===== src/rtl/mms_if.sv =====
// mms_if: sample/result bundle between the inverse-Park/Clarke stage, mms_pipe and the PWM comparators
// Ports (signals):
//   in_valid, mode[1:0], UA/UB/UC[N-1:0]        upstream sample, sign-magnitude QN.Q
//   out_valid, outUA/outUB/outUC[N-1:0], sat_flag  modulated result
// Modports: master drives the sample and observes the result; slave is the pipeline.
interface mms_if #(parameter int N = 24);
    logic         in_valid;
    logic [1:0]   mode;
    logic [N-1:0] UA, UB, UC;
    logic         out_valid;
    logic [N-1:0] outUA, outUB, outUC;
    logic         sat_flag;
    modport master (output in_valid, mode, UA, UB, UC, input out_valid, outUA, outUB, outUC, sat_flag);
    modport slave  (input in_valid, mode, UA, UB, UC, output out_valid, outUA, outUB, outUC, sat_flag);
endinterface


===== src/rtl/mms_pipe.sv =====
// mms_pipe: 4-stage pipelined three-phase min-max zero-sequence injection (scale, extremes, offset, apply)
// Ports:
//   clk        system clock
//   rst        asynchronous active-high reset, flushes every stage
//   bus        mms_if.slave: in_valid/mode/UA/UB/UC in, out_valid/outUA/outUB/outUC/sat_flag out
// Optional feature macro: MMS_SAT_EN (limit outputs to +/-LIM and report sat_flag)
// Internally samples are two's complement with two extra bits so max+min and scaled+off never wrap.
module mms_pipe #(
    parameter int           N   = 24,
    parameter int           Q   = 12,
    parameter logic [N-1:0] K   = 24'h001279,
    parameter logic [N-1:0] LIM = 24'h001000
) (
    input logic clk,
    input logic rst,
    mms_if.slave bus
);
    localparam int W = N + 2;
    localparam logic [N-2:0] KM = K[N-2:0];
    localparam logic signed [W-1:0] LIMS = W'(LIM[N-2:0]);

    // |x|*|K| >> Q, saturated to N-1 bits; a zero magnitude comes out as +0 automatically
    function automatic logic signed [W-1:0] scale(input logic [N-1:0] x);
        logic [2*N-3:0] p;
        logic [W-1:0]   r;
        p = ({{(N-1){1'b0}}, x[N-2:0]} * {{(N-1){1'b0}}, KM}) >> Q;
        r = {{(W-N+1){1'b0}}, (|p[2*N-3:N-1]) ? {(N-1){1'b1}} : p[N-2:0]};
        return (x[N-1] ^ K[N-1]) ? -r : r;
    endfunction

    // back to sign-magnitude; returns {sat, sign, magnitude}
    function automatic logic [N:0] to_out(input logic signed [W-1:0] s);
        logic [W-1:0]   a;
        logic [N-2:0]   m;
        logic           sat;
        a = s[W-1] ? -s : s;
`ifdef MMS_SAT_EN
        sat = a > W'(LIM[N-2:0]);
        m = sat ? LIM[N-2:0] : a[N-2:0];
`else
        sat = 1'b0;
        m = a[N-2:0];
`endif
        return {sat, s[W-1] && m != '0, m};
    endfunction

    logic                v1, v2, v3;
    logic [1:0]          m1, m2;
    logic signed [W-1:0] a1, b1, c1, a2, b2, c2, a3, b3, c3;
    logic signed [W-1:0] mx2, mn2, off3;
    logic signed [W-1:0] mab, nab, mx, mn, sum, hlf, off0, off1, off2, off, amx, amn;
    logic [N:0]          oa, ob, oc;

    assign mab  = a1 > b1 ? a1 : b1;
    assign nab  = a1 < b1 ? a1 : b1;
    assign mx   = mab > c1 ? mab : c1;
    assign mn   = nab < c1 ? nab : c1;
    assign sum  = mx2 + mn2;
    assign hlf  = (sum < 0 ? -sum : sum) >>> 1;
    assign off0 = sum < 0 ? hlf : -hlf;
    assign off1 = LIMS - mx2;
    assign off2 = -LIMS - mn2;
    assign amx  = mx2 < 0 ? -mx2 : mx2;
    assign amn  = mn2 < 0 ? -mn2 : mn2;
    assign off  = m2 == 2'd0 ? off0 : m2 == 2'd1 ? off1 : m2 == 2'd2 ? off2 : (amx >= amn ? off1 : off2);
    assign oa   = to_out(a3 + off3);
    assign ob   = to_out(b3 + off3);
    assign oc   = to_out(c3 + off3);

    always_ff @(posedge clk or posedge rst) begin
        if (rst) begin
            v1            <= 1'b0;
            v2            <= 1'b0;
            v3            <= 1'b0;
            m1            <= '0;
            m2            <= '0;
            a1            <= '0;
            b1            <= '0;
            c1            <= '0;
            a2            <= '0;
            b2            <= '0;
            c2            <= '0;
            mx2           <= '0;
            mn2           <= '0;
            a3            <= '0;
            b3            <= '0;
            c3            <= '0;
            off3          <= '0;
            bus.out_valid <= 1'b0;
            bus.sat_flag  <= 1'b0;
            bus.outUA     <= '0;
            bus.outUB     <= '0;
            bus.outUC     <= '0;
        end else begin
            v1            <= bus.in_valid;
            v2            <= v1;
            v3            <= v2;
            bus.out_valid <= v3;
            bus.sat_flag  <= v3 & (oa[N] | ob[N] | oc[N]);
            if (bus.in_valid) begin
                m1 <= bus.mode;
                a1 <= scale(bus.UA);
                b1 <= scale(bus.UB);
                c1 <= scale(bus.UC);
            end
            if (v1) begin
                m2  <= m1;
                a2  <= a1;
                b2  <= b1;
                c2  <= c1;
                mx2 <= mx;
                mn2 <= mn;
            end
            if (v2) begin
                a3   <= a2;
                b3   <= b2;
                c3   <= c2;
                off3 <= off;
            end
            if (v3) begin
                bus.outUA <= oa[N-1:0];
                bus.outUB <= ob[N-1:0];
                bus.outUC <= oc[N-1:0];
            end
        end
    end
endmodule


===== src/flat_wrapper.sv =====
// flat-port wrapper written by rule: the top's interface ports become plain ports
module mms_pipe_flat 
#(
    parameter int           N   = 24,
    parameter int           Q   = 12,
    parameter logic [N-1:0] K   = 24'h001279,
    parameter logic [N-1:0] LIM = 24'h001000
)
  (clk, rst, bus_in_valid, bus_mode, bus_UA, bus_UB, bus_UC, bus_out_valid, bus_outUA, bus_outUB, bus_outUC, bus_sat_flag);
  mms_if #(.N(N)) bus_i ();
  input logic clk;
  input logic rst;
  input wire logic [$bits(bus_i.in_valid)-1:0] bus_in_valid;
  input wire logic [$bits(bus_i.mode)-1:0] bus_mode;
  input wire logic [$bits(bus_i.UA)-1:0] bus_UA;
  input wire logic [$bits(bus_i.UB)-1:0] bus_UB;
  input wire logic [$bits(bus_i.UC)-1:0] bus_UC;
  output wire logic [$bits(bus_i.out_valid)-1:0] bus_out_valid;
  output wire logic [$bits(bus_i.outUA)-1:0] bus_outUA;
  output wire logic [$bits(bus_i.outUB)-1:0] bus_outUB;
  output wire logic [$bits(bus_i.outUC)-1:0] bus_outUC;
  output wire logic [$bits(bus_i.sat_flag)-1:0] bus_sat_flag;
  assign bus_i.in_valid = bus_in_valid;
  assign bus_i.mode = bus_mode;
  assign bus_i.UA = bus_UA;
  assign bus_i.UB = bus_UB;
  assign bus_i.UC = bus_UC;
  assign bus_out_valid = bus_i.out_valid;
  assign bus_outUA = bus_i.outUA;
  assign bus_outUB = bus_i.outUB;
  assign bus_outUC = bus_i.outUC;
  assign bus_sat_flag = bus_i.sat_flag;
  mms_pipe #(.N(N), .Q(Q), .K(K), .LIM(LIM)) u_core (.clk(clk), .rst(rst), .bus(bus_i));
endmodule

===== config.mk =====
export PLATFORM = sky130hd
export DESIGN_NAME = mms_pipe_flat
export DESIGN_NICKNAME = d
export VERILOG_FILES = /design/src/rtl/mms_if.sv /design/src/rtl/mms_pipe.sv /design/src/flat_wrapper.sv
export SDC_FILE = /design/constraint.sdc
export NUM_CORES = 2
export LEC_CHECK = 0
export ABC_AREA = 1
export CAP_MARGIN = 20
export CORE_UTILIZATION = 40
export CTS_CLUSTER_DIAMETER = 50
export DETAILED_ROUTE_END_ITERATION = 10
export SLEW_MARGIN = 20
export SYNTH_ARGS = -nofsm -noshare
export SYNTH_HDL_FRONTEND = slang
export SYNTH_SLANG_ARGS = --single-unit

===== constraint.sdc =====
create_clock -name clk -period 29 [get_ports clk]
set_input_delay 5.8 -clock clk [delete_from_list [all_inputs] [get_ports clk]]
set_output_delay 5.8 -clock clk [all_outputs]
set_load 0.05 [all_outputs]

==> run metrics <==
first-pass detailed-route iteration total 7; detailed-route wire length per cell 17.93 um; vias in the first global route 41959; min-delay src u_core.bus.outUB[2]$_DFFE_PP0P_; maximum fanout along the worst path 15; syn_nets 7575; FF-to-FF End u_core.off3[19]$_DFFE_PP0P_; Via Count 43165; number of flops mapped to enable cells by yosys 0; Fin Setup TNS 0 ns; clk root buf clkbuf_16; Crit. End Element flip-flop; die area 119200 sq um; Initial DRC Count 3254; Starting Density 40.46%; largest net degree at the start of global routing 156; gr ovfl total 0; final hold vios 0; Area Growth Syn to Fin 10.26%; sequential area share after synthesis 20.81%; Die Wd 345.3 um; vias per cell 5.188; Hold Buf Count CTS 0; Tot GR Track Use 25.01%; actual slew at the worst max-slew pin 1.020 ns; Worst Hold Slack 0.4831 ns; CTS tree yes; num ports 151; critical path class input port to flip-flop; reg2reg path depth 25; CTS clk-pin slew, worst paths 0.06 ns; GPL Wtd Cong 0.9706; Max Clk Rate 84.07 MHz; Slew Viols, Final 0; antenna violations before repair 5; Startpoint Class input port; post-synthesis area per instance 7.056 sq um; RSZ-0062 raised after global routing false; worst r2r src u_core.mn2[1]$_DFFE_PP0P_; fraction of registers with async set/reset 100.0%; #FFs+latches synth 392; chip height 345.3 um; dpl hpwl 125500 um; Worst Skew 0.01541 ns; final wirelength 149100 um; Yosys Warn Count 0; worst hold path class flip-flop to flip-flop; share of cells above drive strength 1 3.297%; DRC 0; CTS Sinks 392; Post-CTS Setup Repair Bufs 0; status complete, no violations; Hold Path End u_core.bus.outUB[2]$_DFFE_PP0P_; Post-Syn Area 47140 sq um; Worst EP required 29.45 ns; part of the cycle the worst path needs 41.01%; Reg2Reg Setup Slack 22.57 ns; Worst Hold Depth 2; worst path arrival time 12.34 ns; cts repair resizes 0; worst skew pair latency 0.60 ns; Syn Inst Count 6681; fin util 44.61%; nets 7645; synth unique cells 63; Rows 125; TritonCTS Buffers 53; first-pass GRT wire length 237900 um; Final Setup Violations 0; Synth Flop Type dfrtp_1; H-tree Lvls 2; Max clock buf depth 3; minimum clock period 11.89 ns; slew margin rel. 31.84%; core area 116500 sq um; Max Cap Viol 0; PortBufs 149; dpl ws 16.50 ns; post-route ant nets 0; Worst Setup Slack, final 17.11 ns
## flip-flops by register name, indices dropped and copies added (netlist names)
signal	cells
u_core.a1	26
u_core.a2	26
u_core.a3	26
u_core.b1	26
u_core.b2	26
u_core.b3	26
u_core.c1	26
u_core.c2	26
u_core.c3	26
u_core.mn2	26
u_core.mx2	26
u_core.off3	26
u_core.bus.outUA	24
u_core.bus.outUB	24
u_core.bus.outUC	24
u_core.m1	2
u_core.m2	2
u_core.bus.out_valid	1
u_core.v1	1
u_core.v2	1
u_core.v3	1
## worst max path at each step
| stage | from | to | slack, ns | cells after the start |
|---|---|---|---|---|
| after CTS | bus_UC[20] | u_core.c1[16]$_DFFE_PP0P_ | 17.13 | 25 |
| after floorplan | rst | u_core.a1[0]$_DFFE_PP0P_ | 12.30 | 1 |
| final | bus_UC[20] | u_core.c1[16]$_DFFE_PP0P_ | 17.11 | 25 |
| after global routing | bus_UC[7] | u_core.c1[16]$_DFFE_PP0P_ | 16.62 | 33 |
| after global placement | bus_UC[20] | u_core.c1[16]$_DFFE_PP0P_ | 16.58 | 25 |
| after detailed placement | bus_UC[20] | u_core.c1[16]$_DFFE_PP0P_ | 16.50 | 25 |
## metrics by stage
stage | instances | instance area (sq um)
2_1_floorplan | 6681 | 47140
6_report | 8320 | 51980
5_1_grt | 8320 | 51980
3_5_place_dp | 8220 | 50100
4_1_cts | 8319 | 51980
3_3_place_gp | 8220 | 50100
## cell usage after synthesis (28+ instances only)
master    instances  area, sq um
nor3_1           81        405.4
nand2_1        1718         6449
inv_1          1128         4234
a21oi_1         271         1356
a31oi_1          59        369.1
nand3b_1         57        427.9
nand3_1         400         2002
ha_1            525         6569
o21ai_0         499         2497
xnor2_1          47        411.6
dfrtp_1         392         9809
xor2_1          187         1638
nand4_1          89        556.8
a21o_1           28        210.2
fa_1            292         5846
nor2_1          511         1918
clkbuf_1        121        454.2
## area by class of cell
| cell class | count | area [sq um] |
|---|---|---|
| fill | 12004 | 64540 |
| multi-input combinational | 4987 | 32380 |
| sequential | 392 | 9816 |
| inverter | 1142 | 4297 |
| tap | 1524 | 1907 |
| timing repair buffer | 175 | 1694 |
| clock buffer | 68 | 1454 |
| clock inverter | 31 | 426.7 |
| antenna | 1 | 2.502 |
## worst max-delay path, stage by stage
cell	delay, ns
clkdlybuf4s50_1	0.79
fa_1	0.50
ha_1	0.32
fa_1	0.48
fa_1	0.55
inv_1	0.05
fa_1	0.54
inv_1	0.05
ha_1	0.40
nand2_1	0.15
nor4_1	0.57
nand3b_1	0.21
nand3_1	0.13
nand2_2	0.19
nor2_2	0.22
ha_1	0.22
nand2_1	0.07
nor2_2	0.17
nand2_1	0.13
nor2_2	0.24
nand3b_1	0.15
nand2_1	0.08
nand2_1	0.06
nand3_1	0.15
o21ai_0	0.12
## placed cells by master (no fill, tap or decap), types with 12 or more instances in the layout
cell             instances
nand2_1               1718
inv_1                 1125
ha_1                   525
nor2_1                 511
o21ai_0                499
nand3_1                400
dfrtp_1                389
fa_1                   292
a21oi_1                271
xor2_1                 186
clkdlybuf4s50_1        148
nand4_1                 89
nor3_1                  81
a31oi_1                 58
nand3b_1                57
clkbuf_16               54
xnor2_1                 47
a21o_1                  28
buf_4                   25
nand2_2                 23
o21bai_1                19
nor2_2                  19
o21ai_1                 17
nor4_1                  16
o211ai_1                14
o21a_1                  13
inv_2                   12
## cells by family after synthesis
kind of cell               synth area share, %
DFF                                      20.81
other                                 0.007955
buffers and inverters                    10.54
and+or+nand+nor                          26.42
AOI/OAI and AO/OA                        11.47
xor gates and xnor gates                 4.416
adders and majority gates                26.33
## metal layers
metal	up-vias	GRT usage, %	routed length, um
met3	230	2.738	6680
met1	20402	33.93	68100
met5	-	0	23
li1	21548	-	-
met2	981	41.55	69140
met4	4	7.963	5195
Power is left out: the tool's default activity adds up to more than one toggle a clock period on the data nets, which glitch-free logic cannot reach.
